[src/rtl/input_conditioner.sv]
// Per-channel synchroniser, optional glitch filter and edge pulses.
// Define INPUT_CONDITIONER_FILTER_EN to build the stable-count filter.
module input_conditioner #(
  parameter int DATA_WIDTH  = 8,
  parameter int SYNC_STAGES = 2,
  parameter int FILTER_LEN  = 4
) (
  input  logic                  clk,
  input  logic                  rst,
  input  logic [DATA_WIDTH-1:0] data_in,
  input  logic                  glitch_clr,
  output logic [DATA_WIDTH-1:0] data_out,
  output logic [DATA_WIDTH-1:0] rise,
  output logic [DATA_WIDTH-1:0] fall,
  output logic                  edge_any,
  output logic [15:0]           glitch_count
);

  logic [DATA_WIDTH-1:0] sync_chain_q [SYNC_STAGES];
  logic [DATA_WIDTH-1:0] sync_chain_d [SYNC_STAGES];
  logic [DATA_WIDTH-1:0] sync_q;
  logic [DATA_WIDTH-1:0] data_out_q, data_out_d;
  logic [DATA_WIDTH-1:0] rise_q, rise_d;
  logic [DATA_WIDTH-1:0] fall_q, fall_d;
  logic                  edge_any_q, edge_any_d;

  always_comb begin
    sync_chain_d[0] = data_in;
    for (int i = 1; i < SYNC_STAGES; i++) begin
      sync_chain_d[i] = sync_chain_q[i-1];
    end
  end

  assign sync_q = sync_chain_q[SYNC_STAGES-1];

`ifdef INPUT_CONDITIONER_FILTER_EN
  localparam int CW = $clog2(FILTER_LEN + 1);

  logic [CW-1:0]         cnt_q [DATA_WIDTH];
  logic [CW-1:0]         cnt_d [DATA_WIDTH];
  logic [DATA_WIDTH-1:0] reject;
  logic [15:0]           glitch_count_q, glitch_count_d;

  always_comb begin
    data_out_d = data_out_q;
    reject     = '0;
    for (int i = 0; i < DATA_WIDTH; i++) begin
      cnt_d[i] = cnt_q[i];
      if (sync_q[i] == data_out_q[i]) begin
        cnt_d[i]  = '0;
        reject[i] = (cnt_q[i] != '0);
      end else if (cnt_q[i] == CW'(FILTER_LEN - 1)) begin
        data_out_d[i] = sync_q[i];
        cnt_d[i]      = '0;
      end else begin
        cnt_d[i] = cnt_q[i] + 1'b1;
      end
    end
  end

  // Clear wins over a same-cycle rejection; count sticks at all-ones.
  always_comb begin
    glitch_count_d = glitch_count_q;
    if (glitch_clr) begin
      glitch_count_d = '0;
    end else if (|reject && glitch_count_q != 16'hFFFF) begin
      glitch_count_d = glitch_count_q + 16'd1;
    end
  end

  always_ff @(posedge clk) begin
    if (rst) begin
      glitch_count_q <= '0;
      for (int i = 0; i < DATA_WIDTH; i++) begin
        cnt_q[i] <= '0;
      end
    end else begin
      glitch_count_q <= glitch_count_d;
      for (int i = 0; i < DATA_WIDTH; i++) begin
        cnt_q[i] <= cnt_d[i];
      end
    end
  end

  assign glitch_count = glitch_count_q;
`else
  logic unused_ok;

  always_comb begin
    data_out_d = sync_q;
  end

  assign unused_ok    = glitch_clr | (FILTER_LEN == 0);
  assign glitch_count = '0;
`endif

  always_comb begin
    rise_d     = data_out_d & ~data_out_q;
    fall_d     = ~data_out_d & data_out_q;
    edge_any_d = |(rise_d | fall_d);
  end

  always_ff @(posedge clk) begin
    if (rst) begin
      data_out_q <= '0;
      rise_q     <= '0;
      fall_q     <= '0;
      edge_any_q <= 1'b0;
      for (int i = 0; i < SYNC_STAGES; i++) begin
        sync_chain_q[i] <= '0;
      end
    end else begin
      data_out_q <= data_out_d;
      rise_q     <= rise_d;
      fall_q     <= fall_d;
      edge_any_q <= edge_any_d;
      for (int i = 0; i < SYNC_STAGES; i++) begin
        sync_chain_q[i] <= sync_chain_d[i];
      end
    end
  end

  assign data_out = data_out_q;
  assign rise     = rise_q;
  assign fall     = fall_q;
  assign edge_any = edge_any_q;

endmodule

[config.mk]
export PLATFORM = sky130hd
export DESIGN_NAME = input_conditioner
export DESIGN_NICKNAME = d
export VERILOG_FILES = /design/src/rtl/input_conditioner.sv
export SDC_FILE = /design/constraint.sdc
export NUM_CORES = 1
export LEC_CHECK = 0
export ABC_AREA = 1
export CORE_UTILIZATION = 25
export CTS_CLUSTER_DIAMETER = 120
export CTS_CLUSTER_SIZE = 25
export DETAILED_ROUTE_END_ITERATION = 7
export PLACE_DENSITY = 0.54
export SYNTH_ARGS = -nofsm -noshare
export SYNTH_HDL_FRONTEND = slang
export SYNTH_SLANG_ARGS = --single-unit
[constraint.sdc]
create_clock -name clk -period 1.05 [get_ports clk]
set_input_delay 0.21 -clock clk [delete_from_list [all_inputs] [get_ports clk]]
set_output_delay 0.21 -clock clk [all_outputs]
set_load 0.005 [all_outputs]
-- Word-level counts from Yosys, hierarchy flattened
Memories as Yosys holds them, arrays and structs flattened.
Index checks and enable logic that the tools add are counted.
Widths: inputs -> output; s select.
- bits in registers: 25
- bits in latches: 0
- bits in writable memories: 16
- memory bits (read-only): 0
- input bits: 11
- logic and storage cells: 18
- memories kept: 1
- add/subtract/negate cells: 0
- multipliers: 0
- div/mod/pow operators: 0
- $lt $le $gt $ge: 0
- equal/unequal tests: 0
- shift operators: 0
- multiplexer cells: 5
- bitwise gates (word level): 7
- reduce and logical (&&, ||, !) cells: 1
- memories (memory ; depth ; width ; read ports ; clocked after memory_dff ; wr ports ; RTL line ; source):
    sync_chain_q ; 2 ; 8 ; 2 ; 0 ; 2 ; 19 ; logic [DATA_WIDTH-1:0] sync_chain_q [SYNC_STAGES];
- operator list (kind ; count):
    $and 8x8->8 ; 2
    $mux 8 ; 2
    $not 8->8 ; 2
    $or 8x8->8 ; 1
    $reduce_or 8->1 ; 1
    $mux 1 ; 3
    $or 1x1->1 ; 2

-- Logic depth before layout (Yosys ltp)
An unclocked memory read counts as a cell.
- depth after elaboration: 5
- depth in mapped cells: 5
- depth with buffers taken out: 5

-- Least setup slack after synthesis
OpenSTA, ideal clock, no wires.
- kind: register to register
- from: register data_out_q[0] (netlist: data_out[0])
- to: register edge_any_q (netlist: edge_any)
- setup time: 0.117 ns
- data arrival time: 0.836 ns
- required time: 0.933 ns
- slack: 0.096 ns
- stages on the path, launching flop included: 6
- path buffers: 0
- clock period less this slack: 0.954 ns
- cells stage by stage: dfxtp_1 inv_1 ha_1 nand2_1 nor2_1 a21oi_1
- word-level cells in the longest chain between the ends: 4
- elaborated cells between the ends (all ways): 5
- classes of those cells: bitwise: 4; reduce/logical: 1
- ends and longest elaborated chain (what ; RTL line ; source):
    start, declared ; 22 ; logic [DATA_WIDTH-1:0] data_out_q, data_out_d;
    start signal, assigned ; 113 ; data_out_q <= data_out_d;
    $not 8->8 ; 98 ; rise_d = data_out_d & ~data_out_q;
    $and 8x8->8 ; 98 ;
    $or 8x8->8 (*) ; 100 ; edge_any_d = |(rise_d | fall_d);
    $reduce_or 8->1 (*) ; 100 ;
    end signal, assigned ; 116 ; edge_any_q <= edge_any_d;
    end, declared ; 25 ; logic edge_any_q, edge_any_d;
Every way passes the cells marked *; elsewhere a longest branch is shown, timed or not.
A chain may end at the register's enable or synchronous reset.

-- Worst setup path after layout
- from: register data_out_q[5] (netlist: data_out[5])
- to: register edge_any_q (netlist: edge_any)
Same word-level chain as after synthesis.

==> metrics.log <==
[metrics] Die Wd: around 80 µm
[metrics] vias in the first global route: 810
[metrics] dominant cell by count in the synthesized netlist: sky130_fd_sc_hd__inv_1
[metrics] startpoint type of the worst setup path: register
[metrics] Layout area overhead: 28.7%
[metrics] total detailed-routing wirelength: 2190 µm
[metrics] vias per std cell: 3.22
[metrics] data required time at the worst endpoint: 1.22 ns
[metrics] Final Critical Period: between 1 and 1.5 ns
[metrics] hold violation count in the final report: 0
[metrics] IO Port Bufs: 34
[metrics] met3 usage in global routing: 0.0300
[metrics] crit-path max cell delay: 0.34 ns
[metrics] final hold slack: 0.328 ns
[metrics] Cells after Synth: 174
[metrics] power density relative to cell area: 1450 mW/mm²
[metrics] height of the die: 81.5 µm
[metrics] antenna violations before repair: 0
[metrics] Root Driver: sky130_fd_sc_hd__clkbuf_8
[metrics] total global routing overflow: 0
[metrics] biggest area contributors in the synthesized netlist: sky130_fd_sc_hd__dfxtp_1 (52%), sky130_fd_sc_hd__ha_1 (13%), sky130_fd_sc_hd__inv_1 (11%)
[metrics] critical path arrival: 1.21 ns
[metrics] TritonCTS clock tree: done
[metrics] Routability Congestion: approximately 0.66
[metrics] Longest Clk Path Bufs: 2
[metrics] Final Setup Violations: 0
[metrics] number of enable flip-flop cells after synthesis: 0
[metrics] classification of the worst setup path: reg -> reg
[metrics] top-area cell type share of the netlist area: 0.519
[metrics] number of buffers created by CTS: 5
[metrics] total via count in the routed design: 936
[metrics] Final Instance Count excl. Fillers: 291
[metrics] multi-input combinational cell area: 498 µm²
[metrics] unrepaired setup endpoints after global routing: true
[metrics] DRC marker count from the first detailed-route iteration: 19
[metrics] H-tree depth reported by CTS: 2
[metrics] # nets final: 242
[metrics] floorplan row count: 28
[metrics] most common flop cell mapped by yosys: sky130_fd_sc_hd__dfxtp_1
[metrics] Mapped Area: 0.00158 mm²
[metrics] first-pass GRT wire length: 3590 µm
[metrics] Post-Place Cells: between 200 and 300
[metrics] CTS sink cnt: around 40
[metrics] 1st-pass router iterations: 4
[metrics] post-detail-place hpwl: around 1400 µm
[metrics] routed length per instance: 7.52 µm
[metrics] worst path cell trace: buf_6 > inv_4 > ha_4 > nand2_2 > nor2_2 > a21oi_1
[metrics] Avg Synthesized Cell Area: 9.08 µm²
[metrics] number of violations of the max-capacitance limit: 0
[metrics] DRC Markers: 0
[metrics] Tcrit/Tclk final: 0.989
[metrics] number of distinct library cell variants in the gate-level netlist after synthesis: 11
[metrics] slowest stage cell on the critical path: sky130_fd_sc_hd__dfxtp_2
[metrics] layout cells sized above 1: 0.259
[metrics] Design Power: about 3.0 mW
[metrics] post-placement worst setup slack: -0.0169 ns
[metrics] kind of capture point of the worst setup path: register
[metrics] Clk Latency, worst-skew pair: 0.29 ns
[metrics] warnings from Yosys: 0
[metrics] number of antenna cells inserted: 0
[metrics] count of antenna-violating nets left after detailed routing: 0
[metrics] post-route worst setup slack: 0.0115 ns
[metrics] worst-case vdd ir drop: ~470 µV
[metrics] most instantiated cells after synthesis: sky130_fd_sc_hd__inv_1 (48), sky130_fd_sc_hd__dfxtp_1 (41), sky130_fd_sc_hd__nor2_1 (37)
[metrics] maximum number of pins on one net before global-route repair: 42
[metrics] library cell with the largest summed area after synthesis: sky130_fd_sc_hd__dfxtp_1
[metrics] core area: 0.00603 mm²
[metrics] Die Outline Area: 0.00664 mm²
[metrics] sequential cell area: 831 µm²
[metrics] final design utilization: 0.338
[metrics] clk slew on worst S/H paths: 0.08 ns
[metrics] max-slew violations: 0
[metrics] GRT busiest layer: met2
[metrics] Max Clk Rate: 963 MHz
[metrics] count of pins on the block boundary: 52
[metrics] initial core utilization: 0.262
[metrics] static leakage: about 0.97 nW
[metrics] proportion of synthesized chip area in sequential cells: 0.519
[metrics] Hold WC Path Type: in -> reg
[metrics] fillers: 630
[metrics] Tot GR Track Use: 0.0767
[metrics] post-synthesis sequential element count: 41
[metrics] met1 Track Usage GR: 0.0897
[metrics] maximum fanout encountered on the critical timing path: 2
[metrics] run status: finished, final reports clean
[metrics] post-synthesis async set-or-reset flop share: 0
[metrics] met2 capacity usage during global routing: 0.109
[metrics] hold bufs inserted after CTS: 0
[metrics] clk_skew: around 0.0043 ns
cell type report:
class / count / area share
Sequential cell: 41 / 0.408
Multi-Input combinational cell: 79 / 0.245
Timing Repair Buffer: 40 / 0.161
Inverter: 48 / 0.0898
Clock buffer: 7 / 0.0474
Tap cell: 75 / 0.0461
Clock inverter: 1 / 0.00246
cells by family after synthesis:
| group | count (synthesis) | share of synthesized area |
|---|---|---|
| AO/OA/AOI/OAI | 1 | 0.00316 |
| adder cells (fa/ha/maj) | 16 | 0.127 |
| buffers and inverters | 69 | 0.231 |
| flip-flops | 41 | 0.519 |
| other | 1 | 0.00237 |
| AND/OR/NAND/NOR | 46 | 0.117 |
placed cells by master, fill, tap and decap left out, types with 3 or more instances in the layout:
master and instances:
sky130_fd_sc_hd__clkbuf_2 9, sky130_fd_sc_hd__clkdlybuf4s50_1 8, sky130_fd_sc_hd__inv_2 4, sky130_fd_sc_hd__inv_1 43
sky130_fd_sc_hd__clkdlybuf4s15_1 9, sky130_fd_sc_hd__clkbuf_8 7, sky130_fd_sc_hd__ha_4 3, sky130_fd_sc_hd__dfxtp_2 8
sky130_fd_sc_hd__buf_6 4, sky130_fd_sc_hd__ha_1 13, sky130_fd_sc_hd__dfxtp_1 33, sky130_fd_sc_hd__nor2_1 35
sky130_fd_sc_hd__conb_1 16, sky130_fd_sc_hd__buf_2 8, sky130_fd_sc_hd__nor2_2 7
sequential cells by signal, summed over array words and instances (netlist names):
name and flops:
rise 8, data_out 8, fall 8, edge_any 1
sync_chain_q 16
final timing paths:
check	start	endpoint	slack, ns	cells past startpoint
max	data_out[5]$_SDFF_PP0_	edge_any$_SDFF_PP0_	0.01	6
min	rst	data_out[6]$_SDFF_PP0_	0.33	3
max reg2reg	data_out[5]$_SDFF_PP0_	edge_any$_SDFF_PP0_	0.01	6
min reg2reg	sync_chain_q[0][4]$_SDFF_PP0_	sync_chain_q[0][12]$_SDFF_PP0_	0.40	2
power breakdown:
| group | total, mW | switching (mW) | internal [mW] | leakage, nW |
|---|---|---|---|---|
| sequential | 1.63 | 0.0228 | 1.61 | 0.339 |
| clock | 1.10 | 0.508 | 0.594 | 0.0542 |
| combinational | 0.224 | 0.113 | 0.111 | 0.575 |
repair_timing:
item | in CTS | in global routing
buffers inserted | 6 | 0
pin swaps | 11 | 6
resized for setup | 82 | 16
endpoints found under the setup margin | 26 | 13
critical path, delay by kind of cell, from the launching register on:
family	cells	cell delay (ns)
flip-flops	1	0.34
adder cells (fa/ha/maj)	1	0.25
AND/OR/NAND/NOR	2	0.16
buffers and inverters	2	0.13
AO/OA/AOI/OAI	1	0.06
per-layer routing:
metal | vias up | share of wire
met2 | 42 | 0.41
met5 | - | 0
li1 | 527 | -
met1 | 362 | 0.47
met4 | 0 | 0.034
met3 | 5 | 0.080
through the flow:
step / setup TNS (ns) / instance area [µm²]
after floorplan: 0 / 1640
after global placement: -0.0429 / 1900
after detailed placement: -0.0854 / 1900
after CTS: 0 / 2080
after global routing: -0.0680 / 2030
final: 0 / 2030
Power figures use the tool's default switching activity.
